### config.mk
export PLATFORM = sky130hd
export DESIGN_NAME = seg7_scan_ctrl
export DESIGN_NICKNAME = d
export VERILOG_FILES = /design/src/rtl/seg7_scan_ctrl_pkg.sv /design/src/rtl/seg7_scan_ctrl_glyph.sv /design/src/rtl/seg7_scan_ctrl.sv
export SDC_FILE = /design/constraint.sdc
export NUM_CORES = 1
export LEC_CHECK = 0
export ABC_AREA = 1
export BUFFER_PORTS_ARGS = -buffer_cell sky130_fd_sc_hd__buf_2
export CAP_MARGIN = 10
export CORE_UTILIZATION = 55
export CTS_CLUSTER_SIZE = 25
export DETAILED_ROUTE_END_ITERATION = 8
export GPL_ROUTABILITY_DRIVEN = 0
export PLACE_DENSITY = 0.84
export SLEW_MARGIN = 20
export SYNTH_ARGS = -nofsm -noshare
export SYNTH_HDL_FRONTEND = slang
export SYNTH_SLANG_ARGS = --single-unit
### constraint.sdc
create_clock -name clk -period 3.39 [get_ports clk]
set_input_delay 0.678 -clock clk [delete_from_list [all_inputs] [get_ports clk]]
set_output_delay 0.678 -clock clk [all_outputs]
set_load 0.02 [all_outputs]
### src/rtl/seg7_scan_ctrl_pkg.sv
// Shared definitions for the multiplexed 7-segment scan controller:
// command codes, content-source encoding and the 5-bit display symbol set.
package seg7_scan_ctrl_pkg;

    localparam logic [3:0] CODE_BRIGHT_1 = 4'd0;
    localparam logic [3:0] CODE_BRIGHT_2 = 4'd1;
    localparam logic [3:0] CODE_BRIGHT_3 = 4'd2;
    localparam logic [3:0] CODE_BRIGHT_4 = 4'd3;
    localparam logic [3:0] CODE_HOLA     = 4'd4;
    localparam logic [3:0] CODE_CHAU     = 4'd5;
    localparam logic [3:0] CODE_BLANK    = 4'd6;
    localparam logic [3:0] CODE_LAMP     = 4'd7;

    typedef enum logic [1:0] {
        SRC_NUM   = 2'd0,
        SRC_TEXT  = 2'd1,
        SRC_BLANK = 2'd2,
        SRC_LAMP  = 2'd3
    } src_e;

    // Symbols 0..15 are hex digits; the rest are letters and specials
    localparam int unsigned SYM_W = 5;
    localparam logic [SYM_W-1:0] SYM_H     = 5'd16;
    localparam logic [SYM_W-1:0] SYM_O     = 5'd17;
    localparam logic [SYM_W-1:0] SYM_L     = 5'd18;
    localparam logic [SYM_W-1:0] SYM_A     = 5'd19;
    localparam logic [SYM_W-1:0] SYM_C     = 5'd20;
    localparam logic [SYM_W-1:0] SYM_U     = 5'd21;
    localparam logic [SYM_W-1:0] SYM_BLANK = 5'd22;
    localparam logic [SYM_W-1:0] SYM_ALL   = 5'd23;

    // Letter for text position pos (3 = leftmost) of "HOLA" or "CHAU"
    function automatic logic [SYM_W-1:0] text_sym(input logic chau, input logic [1:0] pos);
        logic [SYM_W-1:0] s;
        case (pos)
            2'd3:    s = chau ? SYM_C : SYM_H;
            2'd2:    s = chau ? SYM_H : SYM_O;
            2'd1:    s = chau ? SYM_A : SYM_L;
            default: s = chau ? SYM_U : SYM_A;
        endcase
        return s;
    endfunction

endpackage

### src/rtl/seg7_scan_ctrl_glyph.sv
// Combinational symbol to active-low segment pattern {g,f,e,d,c,b,a}.
module seg7_scan_ctrl_glyph
    import seg7_scan_ctrl_pkg::*;
(
    input  logic [SYM_W-1:0] sym,
    output logic [6:0]       seg_n_c
);

    logic [6:0] seg_on;

    always_comb begin
        seg_on = 7'h00;
        case (sym)
            5'd0:    seg_on = 7'h3F;
            5'd1:    seg_on = 7'h06;
            5'd2:    seg_on = 7'h5B;
            5'd3:    seg_on = 7'h4F;
            5'd4:    seg_on = 7'h66;
            5'd5:    seg_on = 7'h6D;
            5'd6:    seg_on = 7'h7D;
            5'd7:    seg_on = 7'h07;
            5'd8:    seg_on = 7'h7F;
            5'd9:    seg_on = 7'h6F;
            5'd10:   seg_on = 7'h77;
            5'd11:   seg_on = 7'h7C;
            5'd12:   seg_on = 7'h39;
            5'd13:   seg_on = 7'h5E;
            5'd14:   seg_on = 7'h79;
            5'd15:   seg_on = 7'h71;
            SYM_H:   seg_on = 7'h76;
            SYM_O:   seg_on = 7'h3F;
            SYM_L:   seg_on = 7'h38;
            SYM_A:   seg_on = 7'h77;
            SYM_C:   seg_on = 7'h39;
            SYM_U:   seg_on = 7'h3E;
            SYM_ALL: seg_on = 7'h7F;
            default: seg_on = 7'h00;
        endcase
        seg_n_c = ~seg_on;
    end

endmodule

### src/rtl/seg7_scan_ctrl.sv
// Multiplexed N-digit 7-segment driver with PWM brightness, leading-zero
// blanking and content updates committed only at frame boundaries.
module seg7_scan_ctrl
    import seg7_scan_ctrl_pkg::*;
#(
    parameter  int unsigned N_DIGITS = 8,
    parameter  int unsigned DIV      = 1000,
    parameter  int unsigned LZB      = 1,
    localparam int unsigned DP_W     = $clog2(N_DIGITS)
) (
    input  logic                  clk,
    input  logic                  rst,
    input  logic                  mode,
    input  logic [DP_W-1:0]       dp,
    input  logic [3:0]            code,
    input  logic [4*N_DIGITS-1:0] num,
    output logic [N_DIGITS-1:0]   an_n,
    output logic [6:0]            seg_n,
    output logic                  dp_n,
    output logic                  frame_tick
);

    localparam int unsigned PW      = $clog2(DIV);
    localparam int unsigned TW      = PW + 1;
    localparam int unsigned QUARTER = DIV / 4;
    localparam int unsigned NW      = 4 * N_DIGITS;

    logic [PW-1:0]       presc_q, presc_d;
    logic [DP_W-1:0]     idx_q, idx_d;
    logic [1:0]          level_q, level_d;
    logic                mode_q, mode_d;
    logic [3:0]          last_code_q, last_code_d;
    logic                pend_q, pend_d;
    src_e                pend_src_q, pend_src_d;
    logic                pend_chau_q, pend_chau_d;
    logic [NW-1:0]       pend_num_q, pend_num_d;
    logic [DP_W-1:0]     pend_dp_q, pend_dp_d;
    src_e                show_src_q, show_src_d;
    logic                show_chau_q, show_chau_d;
    logic [NW-1:0]       show_num_q, show_num_d;
    logic [DP_W-1:0]     show_dp_q, show_dp_d;
    logic [N_DIGITS-1:0] an_n_q, an_n_d;
    logic [6:0]          seg_n_q, seg_n_d;
    logic                dp_n_q, dp_n_d;
    logic                frame_tick_q, frame_tick_d;

    logic                slot_end_c, frame_end_c;
    logic [TW-1:0]       thresh_c;
    logic [N_DIGITS-1:0] hi_zero_c;
    logic [3:0]          nib_c;
    logic [SYM_W-1:0]    sym_c;
    logic                dp_on_c;
    logic [6:0]          glyph_n_c;

    assign slot_end_c  = (presc_q == PW'(DIV - 1));
    assign frame_end_c = slot_end_c && (idx_q == DP_W'(N_DIGITS - 1));
    assign thresh_c    = (TW'(level_q) + TW'(1)) * TW'(QUARTER);

    // hi_zero_c[i]: every nibble at position i and above is zero
    always_comb begin
        logic zero_run;
        zero_run  = 1'b1;
        hi_zero_c = '0;
        for (int i = int'(N_DIGITS) - 1; i >= 0; i--) begin
            zero_run     = zero_run && (show_num_q[4*i +: 4] == 4'd0);
            hi_zero_c[i] = zero_run;
        end
    end

    // Symbol and DP for the digit currently being scanned
    always_comb begin
        sym_c   = SYM_BLANK;
        dp_on_c = 1'b0;
        nib_c   = show_num_q[{idx_q, 2'b00} +: 4];
        case (show_src_q)
            SRC_NUM: begin
                dp_on_c = (idx_q == show_dp_q);
                if ((LZB != 0) && (idx_q != '0) && (idx_q > show_dp_q) && hi_zero_c[idx_q]) begin
                    sym_c = SYM_BLANK;
                end else begin
                    sym_c = {1'b0, nib_c};
                end
            end
            SRC_TEXT: begin
                if (32'(idx_q) < 32'd4) begin
                    sym_c = text_sym(show_chau_q, idx_q[1:0]);
                end
            end
            SRC_LAMP: begin
                sym_c   = SYM_ALL;
                dp_on_c = 1'b1;
            end
            default: ;
        endcase
    end

    seg7_scan_ctrl_glyph u_glyph (
        .sym     (sym_c),
        .seg_n_c (glyph_n_c)
    );

    always_comb begin
        presc_d      = presc_q + PW'(1);
        idx_d        = idx_q;
        level_d      = level_q;
        mode_d       = mode;
        last_code_d  = last_code_q;
        pend_d       = pend_q;
        pend_src_d   = pend_src_q;
        pend_chau_d  = pend_chau_q;
        pend_num_d   = pend_num_q;
        pend_dp_d    = pend_dp_q;
        show_src_d   = show_src_q;
        show_chau_d  = show_chau_q;
        show_num_d   = show_num_q;
        show_dp_d    = show_dp_q;

        if (slot_end_c) begin
            presc_d = '0;
            idx_d   = frame_end_c ? '0 : idx_q + DP_W'(1);
        end

        // Change detection; pend_num/pend_dp double as the number shadow
        if (!mode) begin
            if (mode_q || (num != pend_num_q) || (dp != pend_dp_q)) begin
                pend_src_d = SRC_NUM;
                pend_num_d = num;
                pend_dp_d  = dp;
                pend_d     = 1'b1;
            end
        end else if (!mode_q || (code != last_code_q)) begin
            last_code_d = code;
            case (code)
                CODE_BRIGHT_1, CODE_BRIGHT_2, CODE_BRIGHT_3, CODE_BRIGHT_4: level_d = code[1:0];
                CODE_HOLA: begin
                    pend_src_d  = SRC_TEXT;
                    pend_chau_d = 1'b0;
                    pend_d      = 1'b1;
                end
                CODE_CHAU: begin
                    pend_src_d  = SRC_TEXT;
                    pend_chau_d = 1'b1;
                    pend_d      = 1'b1;
                end
                CODE_BLANK: begin
                    pend_src_d = SRC_BLANK;
                    pend_d     = 1'b1;
                end
                CODE_LAMP: begin
                    pend_src_d = SRC_LAMP;
                    pend_d     = 1'b1;
                end
                default: ;
            endcase
        end

        // Commit on the frame wrap, including a capture made in that same cycle
        if (frame_end_c && pend_d) begin
            show_src_d  = pend_src_d;
            show_chau_d = pend_chau_d;
            show_num_d  = pend_num_d;
            show_dp_d   = pend_dp_d;
            pend_d      = 1'b0;
        end

        an_n_d = '1;
        if ((sym_c != SYM_BLANK) && (TW'(presc_q) < thresh_c)) begin
            an_n_d[idx_q] = 1'b0;
        end
        seg_n_d      = glyph_n_c;
        dp_n_d       = ~dp_on_c;
        frame_tick_d = frame_end_c;
    end

    always_ff @(posedge clk) begin
        if (rst) begin
            presc_q      <= '0;
            idx_q        <= '0;
            level_q      <= 2'd3;
            mode_q       <= 1'b0;
            last_code_q  <= 4'd0;
            pend_q       <= 1'b0;
            pend_src_q   <= SRC_NUM;
            pend_chau_q  <= 1'b0;
            pend_num_q   <= '0;
            pend_dp_q    <= '0;
            show_src_q   <= SRC_NUM;
            show_chau_q  <= 1'b0;
            show_num_q   <= '0;
            show_dp_q    <= '0;
            an_n_q       <= '1;
            seg_n_q      <= 7'h7F;
            dp_n_q       <= 1'b1;
            frame_tick_q <= 1'b0;
        end else begin
            presc_q      <= presc_d;
            idx_q        <= idx_d;
            level_q      <= level_d;
            mode_q       <= mode_d;
            last_code_q  <= last_code_d;
            pend_q       <= pend_d;
            pend_src_q   <= pend_src_d;
            pend_chau_q  <= pend_chau_d;
            pend_num_q   <= pend_num_d;
            pend_dp_q    <= pend_dp_d;
            show_src_q   <= show_src_d;
            show_chau_q  <= show_chau_d;
            show_num_q   <= show_num_d;
            show_dp_q    <= show_dp_d;
            an_n_q       <= an_n_d;
            seg_n_q      <= seg_n_d;
            dp_n_q       <= dp_n_d;
            frame_tick_q <= frame_tick_d;
        end
    end

    assign an_n       = an_n_q;
    assign seg_n      = seg_n_q;
    assign dp_n       = dp_n_q;
    assign frame_tick = frame_tick_q;

endmodule

* After elaboration in Yosys (flattened, before gate mapping)
Memory sizes are Yosys's and may differ from the RTL's. Index checks and enable logic that the tools add are counted.
Storage, ports and cells: register bits 114, logic and storage cells 117, memories 1, ROM bits 224, input port bits 42
Memories:
- (no name shown) | words 32, width 7, read ports 1, clocked after Yosys merged registers in 0, write ports 0, RTL line seg7_scan_ctrl_glyph.sv:13 | case (sym)
Operators by class: bitwise operators 4, multipliers 1, shifts and indexed selects 1, $add $sub $neg 3, equal/unequal tests 19, order comparisons 5, multiplexer cells 29, reduce and logical (&&, ||, !) cells 36
Operator list (count):
- 2-to-1 mux 32 bit | 2
- zero test 4 bit | 9
- inequality test 32 bit | 1
- indexed part select 32 x 6 -> 4 bit | 1
- 2-to-1 mux 3 bit | 6
- == test 4 x 3 -> 1 bit (second input constant) | 4
- case mux 5 bit (3 select lines) | 1
- logical AND 1 bit | 13
- < comparator 10 x 11 -> 1 bit | 1
- adder 10 x 1 -> 10 bit (second input constant) | 1
- == test 10 bit (second input constant) | 1
- multiplier 3 x 7 -> 10 bit (second input constant) | 1
- 2-to-1 mux 1 bit | 10
- case mux 3 bit (3 select lines) | 1
- == test 4 x 2 -> 1 bit (second input constant) | 2
- NOT 8 bit | 1
- OR reduction 2 bit | 4
- OR reduction 4 bit | 2
- NOT 7 bit | 1
- == test 2 bit (second input constant) | 3
- 2-to-1 mux 2 bit | 3
- case mux 2 bit (3 select lines) | 1
- 2-to-1 mux 5 bit | 1
- inequality test 5 bit (second input constant) | 1
- other kinds (22) | 27

* Logic depth before layout (Yosys ltp)
Gate-level depths: netlist (run 1).
depth after elaboration 17, gate-level depth with buffers 17, depth with buffers taken out 17

* By module
From an unflattened synthesis (run 1), not the netlist that was laid out.
Second synthesis, totals: cell total of the unflattened synthesis 949, area total of the unflattened synthesis 6541.3 µm²
By module, submodules not included:
- seg7_scan_ctrl | cells each 873, sequential area each 2282.2 µm², instances 1, area an instance 6153.4 µm²
- seg7_scan_ctrl_glyph | cells each 76, sequential area each 0.0 µm², instances 1, area an instance 387.9 µm²

* Least setup slack after synthesis (run 1)
Ideal clock, no wire load.
path type reg-to-reg, from register level_q[0], to register an_n_q[0], in the netlist an_n[0], path slack 405 ps, data arrival time 2843 ps, required time 3248 ps, buffers on the path 0, period minus slack after synthesis 2985 ps, library setup time 142 ps, cell stages (with the launch flop) 14, cells stage by stage dfxtp_1 > inv_1 > ha_1 > xnor2_1 > ha_1 > inv_1 > fa_1 > xnor2_1 > xor2_1 > ha_1 > a21oi_1 > o221ai_1 > nor2_1 > nand4_1
Between the ends: longest elaborated chain between the ends 6
RTL lines:
- start, declared | RTL line seg7_scan_ctrl.sv:30 | logic [1:0] level_q, level_d;
- start signal, assigned | RTL line seg7_scan_ctrl.sv:198 | level_q <= level_d;
- adder 2 x 1 -> 3 bit | RTL line seg7_scan_ctrl.sv:57 | assign thresh_c = (TW'(level_q) + TW'(1)) * TW'(QUARTER);
- multiplier 3 x 7 -> 10 bit | RTL line seg7_scan_ctrl.sv:57
- < comparator 10 x 11 -> 1 bit | RTL line seg7_scan_ctrl.sv:167 | if ((sym_c != SYM_BLANK) && (TW'(presc_q) < thresh_c)) begin
- logical AND 1 bit | RTL line seg7_scan_ctrl.sv:167
- NOT 1 bit (no line)
- OR reduction 2 bit (no line)
- end signal, assigned | RTL line seg7_scan_ctrl.sv:210 | an_n_q <= an_n_d;
- end, declared | RTL line seg7_scan_ctrl.sv:42 | logic [N_DIGITS-1:0] an_n_q, an_n_d;
No other way between the ends. A chain may end at the register's enable or synchronous reset.

* Worst setup path in the final report (run 1)
Same ends and word-level chain as after synthesis.

==> impl_results.md, run 1 <==
- Async SR Flop Fraction: 0
- Max Freq: 316 MHz
- Area Overhead vs Synth: 14.6%
- # nets final: 1,075
- Die Ht: 111 microns
- CP Capture Type: flip-flop
- Setup Crit Path Kind: flip-flop to flip-flop
- Final wirelength: 14,400 microns
- Reg power frac: 0.415
- Status: completed
- Worst vdd ir: 0.404 mV
- CP arrival: 3.42 ns
- Post-synth EDFFs: 0
- Wire per inst: 12.5 microns
- I/O Pins: 59
- Worst Hold Class: flip-flop to flip-flop
- Max Used Layer: met4
- Post-route ant nets: 0
- First-pass GRT wire length: 25,200 microns
- Comb power frac: 0.080
- Leakage power: 3.45 nW
- Int Power: 2.50 mW
- Initial antenna violation count: 0
- Gr usage total: 0.252
- Met2 Wirelength: 6690 microns
- DRC Markers: 0
- Max Buffers Root-to-Sink: 2
- CORE AREA: 11,500 sq um
- Die area: 12,300 sq um
- Max Slew Vio Count: 0
- Crit-path max FO: 8
- Pin count of the biggest net entering global routing: 82
- Inserted Clock Buffers: 17
- M1 WL: 6620 microns
- Root Buffer: clkbuf_16
- Crit start category: flip-flop
- Final HPWL DP: 10,100 microns
- CTS tree: built
- Syn Inst Count: 948
- Number of detailed-route iterations in the first pass: 6
- Setup violators final: 0
- Grt total ovfl: 0
- Routed vias: 6,070
- Share of post-route cells with drive strength above 1: 0.159
- Design area: 7440 sq um
- # diodes: 0
- Port-buffer cells: 58
- Hold_buf cts: 0
- Syn Nets: 1,026
- Worst hold slack: 0.467 ns
- H-tree depth: 4
- Clock transition at path regs: 0.06 ns
- Seq/Total Area, Yosys: 0.351
- Cell variety after synth: 44
- Tcrit/Tclk final: 0.933
- Hold Violations, Final: 0
- Post-synthesis average cell area: 6.85 sq um
- Clock network power share: 0.505
- Dpl cell area: 6860 sq um
- Net Sw Frac: 0.260
- Mapped Area: 6500 sq um
- Main synth FF type: dfxtp_1
- Vias per Instance: 5.26
- Yosys Warn Count: 0
- Metal3 WL: 834 microns
- Post-synthesis register bit count: 114
- Clock Sinks: 114
- Initial Util: 0.567
- Die Wd: 111 microns
- Pwr Density: 454 nW/um^2
- Drt initial violations: 301
- Vias in the first global route: 5,607
- Worst-Margin Slew: 0.972 ns
- Max_cap viols: 0
- Row count: 39
- Min Tclk post-route: 3.16 ns
- WP data required: 3.64 ns
- Clock Skew: 0.0136 ns
- Worst skew pair latency: 0.42 ns
- Unrepaired setup endpoints after global routing: false
- Sw power: 0.881 mW
- Rel. slew slack: 0.352
-- cells by family (layout without fill, tap and decap cells) --
group / count (synthesis) / in the layout / synth area share
AND/OR/NAND/NOR: 479 / 479 / 0.323
flip-flops: 114 / 114 / 0.351
multiplexers: 1 / 1 / 0.00154
AO/OA/AOI/OAI: 143 / 143 / 0.129
adder cells (fa/ha/maj): 36 / 36 / 0.0716
buffers and inverters: 156 / 218 / 0.0982
XOR/XNOR: 19 / 19 / 0.0256
-- cells in the final DEF, fill, tap and decap left out, types with 25 or more instances in the layout --
cell type / n
a21oi_1: 61
buf_2: 58
dfxtp_1: 112
ha_1: 33
inv_1: 115
nand2_1: 247
nand3_1: 63
nand4_1: 25
nor2_1: 83
o21ai_0: 43
-- cells in the mapped netlist, types with 16 or more instances --
| master | n | area, sq um |
|---|---|---|
| inv_1 | 115 | 432 |
| ha_1 | 34 | 425 |
| o21ai_0 | 43 | 215 |
| a21oi_1 | 61 | 305 |
| nand2_2 | 24 | 150 |
| nor2_1 | 85 | 319 |
| nand2_1 | 247 | 927 |
| nand4_1 | 25 | 156 |
| a21oi_2 | 22 | 193 |
| dfxtp_1 | 114 | 2280 |
| clkbuf_1 | 19 | 71.3 |
| nand3_1 | 63 | 315 |
| nor3_1 | 16 | 80.1 |
-- critical path, cell delays in order (launching register included) --
cell	delay [ns]
dfxtp_4	0.39
inv_1	0.09
ha_1	0.33
xnor2_1	0.18
ha_2	0.23
inv_1	0.06
fa_1	0.37
xnor2_1	0.20
xor2_1	0.17
ha_1	0.26
a21oi_1	0.14
o221ai_1	0.15
nor2_2	0.29
nand4_1	0.16
-- timing repair --
item,4_1_cts,5_1_grt
setup endpoints to repair,2,8
gates resized for setup,1,4
setup buffers,0,0
pin swaps,0,2
-- final timing paths --
check / start / end / slack [ns] / cells past startpoint
setup / recovery: level_q[0] / an_n[0] / 0.23 / 13
setup reg to reg: level_q[0] / an_n[0] / 0.23 / 13
hold / removal: presc_q[0] / presc_q[0] / 0.47 / 1
hold reg to reg: presc_q[0] / presc_q[0] / 0.47 / 1
-- state kept, by name, summed over array words and instances, names as in the netlist, 2 cells and up --
signal       count
pend_num_q      32
show_num_q      32
presc_q         10
an_n             8
seg_n            7
last_code_q      4
idx_q            3
pend_dp_q        3
show_dp_q        3
level_q          2
pend_src_q       2
show_src_q       2
-- power groups by stage --
stage	Sequential (mW)	Clock, mW	Combinational, mW
final	1.40	1.71	0.271
after global routing	1.41	1.82	0.309
after CTS	1.40	1.74	0.271
after detailed placement	1.43	0	0.267
after global placement	1.43	0	0.260
after floorplan	1.43	0	0.184
-- routing by layer --
layer  up-vias  GRT usage
met5         -          0
met4         0     0.0889
met3        17     0.0623
met2       181      0.408
met1      2709      0.325
li1       3163          -
-- through the flow --
stage	setup TNS [ns]	instances	utilization	setup slack (ns)	power [mW]
finish	0	1153	0.649	0.226	3.38
floorplan	0	948	-	0.405	1.62
CTS	0	1153	0.648	0.0899	3.42
detailed placement	-0.00830	1121	0.598	-0.00690	1.70
global route	0	1153	0.649	0.000208	3.53
global placement	0	1121	0.598	0.187	1.69
-- area by class of cell --
cell class              instances  area [sq um]
fillers                       977          4020
multi-input cells             678          3580
flip-flops and latches        114          2290
inverters                     119           447
clock buffers                  17           425
repair buffers                 67           370
well taps                     143           179
clock inverters                15           150
Note: power is estimated with default switching activity, not from simulation.
==> run 2, diff against run 1 <==
--- a/config.mk
+++ b/config.mk
@@ -8,12 +8,13 @@
 export ABC_AREA = 1
 export BUFFER_PORTS_ARGS = -buffer_cell sky130_fd_sc_hd__buf_2
 export CAP_MARGIN = 10
-export CORE_UTILIZATION = 55
+export CORE_UTILIZATION = 50
 export CTS_CLUSTER_SIZE = 25
 export DETAILED_ROUTE_END_ITERATION = 8
 export GPL_ROUTABILITY_DRIVEN = 0
-export PLACE_DENSITY = 0.84
+export PLACE_DENSITY = 0.78
 export SLEW_MARGIN = 20
 export SYNTH_ARGS = -nofsm -noshare
 export SYNTH_HDL_FRONTEND = slang
+export SYNTH_HIERARCHICAL = 1
 export SYNTH_SLANG_ARGS = --single-unit
==> impl_results.md, run 2 <==
- Status: completed (unchanged)
- Setup Crit Path Kind: flip-flop to flip-flop (unchanged)
- Worst Setup Slack, final: 0.252 ns (was 0.226 ns)
- Tcrit/Tclk final: 0.926 (was 0.933)
- Initial Util: 0.516 (was 0.567)
- Area contributors post-synth: dfxtp_1, nand2_1, nor2_1 (was dfxtp_1, nand2_1, inv_1)
- # nets final: 1,073 (was 1,075)
- Crit-path max FO: 8 (unchanged)
- Hold path depth: 1 (unchanged)
- H-tree depth: 4 (unchanged)
- Worst skew pair latency: 0.42 ns (about the same)
- Commonest non-fill, non-tap cell in the layout: nand2_1 (unchanged)
- Post-synth EDFFs: 0 (unchanged)
- Int Power: 2.61 mW (was 2.50 mW)
- Inserted Clock Buffers: 17 (unchanged)
- Worst r2r dst: an_n[4] (was an_n[0])
- Place WS: 0.274 ns (was -0.00690 ns)
- Top-count cell post-synth: nand2_1 (unchanged)
- Crit-path cells: inv_1 -> ha_1 -> xor2_1 -> ha_1 -> fa_1 -> inv_1 -> ha_1 -> a31o_2 -> a21oi_1 -> o211ai_1 -> nor2_1 -> buf_4 -> nand3_1 (was inv_1 -> ha_1 -> xnor2_1 -> ha_2 -> inv_1 -> fa_1 -> xnor2_1 -> xor2_1 -> ha_1 -> a21oi_1 -> o221ai_1 -> nor2_2 -> nand4_1)
- Setup TNS: 0 ns (unchanged)
- Delay-heaviest family, CP: adder cells (unchanged)
- Leakage power: 3.56 nW (was 3.45 nW)
- Max Slew Vio Count: 0 (unchanged)
- Reg2Reg Depth: 13 (unchanged)
- Async SR Flop Fraction: 0 (unchanged)
- Worst Hold End: presc_q[0] (unchanged)
- Clock Sinks: 114 (unchanged)
- Postcts setup bufs: 0 (unchanged)
- Die Ht: 116 microns (was 111 microns)
- Pwr Density: 461 nW/um^2 (was 454 nW/um^2)
- Worst vdd ir: 0.389 mV (was 0.404 mV)
- Yosys Warn Count: 6 (was 0)
- Filler cells: 1,163 (was 977)
- Resize count post-CTS: 0 (was 1)
- Share of post-route cells with drive strength above 1: 0.138 (was 0.159)
- Vias per Instance: 5.05 (was 5.26)
- Drt initial violations: 434 (was 301)
- Final core utilization: 0.592 (was 0.649)
- Grt total ovfl: 0 (unchanged)
- Sw power: 0.847 mW (was 0.881 mW)
- Worst Hold Class: flip-flop to flip-flop (unchanged)
- Hold Violations, Final: 0 (unchanged)
- Mapped Area: 6540 sq um (was 6500 sq um)
- Area Overhead vs Synth: 14.7% (was 14.6%)
- Regs by FF count: pend_num_q x32, show_num_q x32, presc_q x10 (unchanged)
- Leading cell types in the layout, fill and taps excluded: nand2_1, nor2_1, dfxtp_1 (was nand2_1, inv_1, dfxtp_1)
- Vias in the first global route: 5,368 (was 5,607)
- Hold_buf cts: 0 (unchanged)
- Cell variety after synth: 42 (was 44)
- I/O Pins: 59 (unchanged)
- Synth area leader: dfxtp_1 (unchanged)
- Min Tclk post-route: 3.14 ns (was 3.16 ns)
- Worst hold slack: 0.458 ns (was 0.467 ns)
- # diodes: 0 (unchanged)
- Top cell by count, worst path: ha_1
- Min-delay src: presc_q[0] (unchanged)
- First-pass GRT wire length: 24,800 microns (was 25,200 microns)
- Port-buffer cells: 58 (unchanged)
- R2R setup slack: 0.25 ns (was 0.23 ns)
- Setup violators final: 0 (unchanged)
- Most instantiated cells after synthesis: nand2_1, nor2_1, dfxtp_1 (was nand2_1, inv_1, dfxtp_1)
- Net Sw Frac: 0.245 (was 0.260)
- Register area: 2280 sq um (was 2290 sq um)
- CP Capture Type: flip-flop (unchanged)
- Clock network power share: 0.507 (was 0.505)
- DRC Markers: 0 (unchanged)
- CP arrival: 3.43 ns (was 3.42 ns)
- WP data required: 3.68 ns (was 3.64 ns)
- Multi-input logic area: 3660 sq um (was 3580 sq um)
- Initial antenna violation count: 0 (unchanged)
- Clock transition at path regs: 0.06 ns (about the same)
- Die Wd: 116 microns (was 111 microns)
- Main synth FF type: dfxtp_1 (unchanged)
- Worst path buffer plus inverter count: 3 (was 2)
- Die area: 13,500 sq um (was 12,300 sq um)
- Maximum single-stage delay on the critical path: 0.50 ns (was 0.39 ns)
- Max_cap viols: 0 (unchanged)
- Reg power frac: 0.406 (was 0.415)
- Post-route ant nets: 0 (unchanged)
- Final wirelength: 14,600 microns (was 14,400 microns)
- Clock Skew: 0.00998 ns (was 0.0136 ns)
- Syn Inst Count: 949 (was 948)
- Row count: 41 (was 39)
- Worst-Margin Slew: 0.563 ns (was 0.972 ns)
- CTS tree: built (unchanged)
- Gr usage total: 0.235 (was 0.252)
- Final HPWL DP: 10,300 microns (was 10,100 microns)
- Reg-to-reg startpoint: level_q[0] (unchanged)
- Unrepaired setup endpoints after global routing: false (unchanged)
- Post-synth top area share: 0.349 (was 0.351)
- Number of detailed-route iterations in the first pass: 5 (was 6)
- Pin count of the biggest net entering global routing: 77 (was 82)
- Wire per inst: 12.3 microns (was 12.5 microns)
- Total power: 3.46 mW (was 3.38 mW)
- Root Buffer: clkbuf_16 (unchanged)
- Max Buffers Root-to-Sink: 2 (unchanged)
- CORE AREA: 12,700 sq um (was 11,500 sq um)
- Routed vias: 5,959 (was 6,070)
- Comb power frac: 0.087 (was 0.080)
- Syn Nets: 1,027 (was 1,026)
- Seq/Total Area, Yosys: 0.349 (was 0.351)
- Max Freq: 319 MHz (was 316 MHz)
- Crit start category: flip-flop (unchanged)
- Post-synthesis register bit count: 114 (unchanged)
- Rel. slew slack: 0.624 (was 0.352)
- Critical path's slowest cell: fa_1 (was dfxtp_4)
- Post-synthesis average cell area: 6.89 sq um (was 6.85 sq um)
[run 2: cell type report]
| type | instances | share of cell area |
|---|---|---|
| timing repair buffer | 66 | 0.0500 |
| tap | 172 | 0.0287 |
| clock buffer | 20 | 0.0609 |
| clock inverter | 12 | 0.0178 |
| multi-input combinational | 695 | 0.487 |
| inverter | 101 | 0.0512 |
| sequential | 114 | 0.304 |
[run 2: layer usage]
metal  vias up  wire, microns  global-route usage
met5         -              0                   0
met4         0            168              0.0667
met3        16            904              0.0612
met2       169           6400               0.364
met1      2667           7090               0.320
li1       3107              -                   -
[run 2: how the worst max path moves through the flow]
stage          startpoint  endpoint  slack (ns)  cells past startpoint
6_report       level_q[0]   an_n[4]        0.25                     13
5_1_grt        level_q[0]   an_n[5]        0.11                     13
4_1_cts        level_q[0]   an_n[4]        0.25                     13
3_5_place_dp   level_q[0]   an_n[4]        0.27                     13
3_3_place_gp   level_q[0]   an_n[6]        0.37                     13
2_1_floorplan  level_q[0]   an_n[0]        0.40                     12
[run 2: logic make-up after synthesis]
kind of cell,after synthesis,synth area share
simple gates,502,0.329
buf+inv,140,0.0933
flops,114,0.349
compound gates,113,0.0943
fa+ha+maj,36,0.0712
xor+xnor,22,0.0295
mux,22,0.0337
[run 2: per-stage QoR]
step | instance area [sq um] | instances
after floorplan | 6540 | 949
after global placement | 6910 | 1148
after detailed placement | 6910 | 1148
after CTS | 7500 | 1180
after global routing | 7500 | 1180
final | 7500 | 1180
[run 2: power by group through the flow]
stage | Clock (mW) | Sequential [mW] | Combinational, mW
CTS | 1.78 | 1.41 | 0.301
global route | 1.85 | 1.41 | 0.342
floorplan | 0 | 1.44 | 0.212
global placement | 0 | 1.43 | 0.292
detailed placement | 0 | 1.43 | 0.297
finish | 1.75 | 1.41 | 0.301
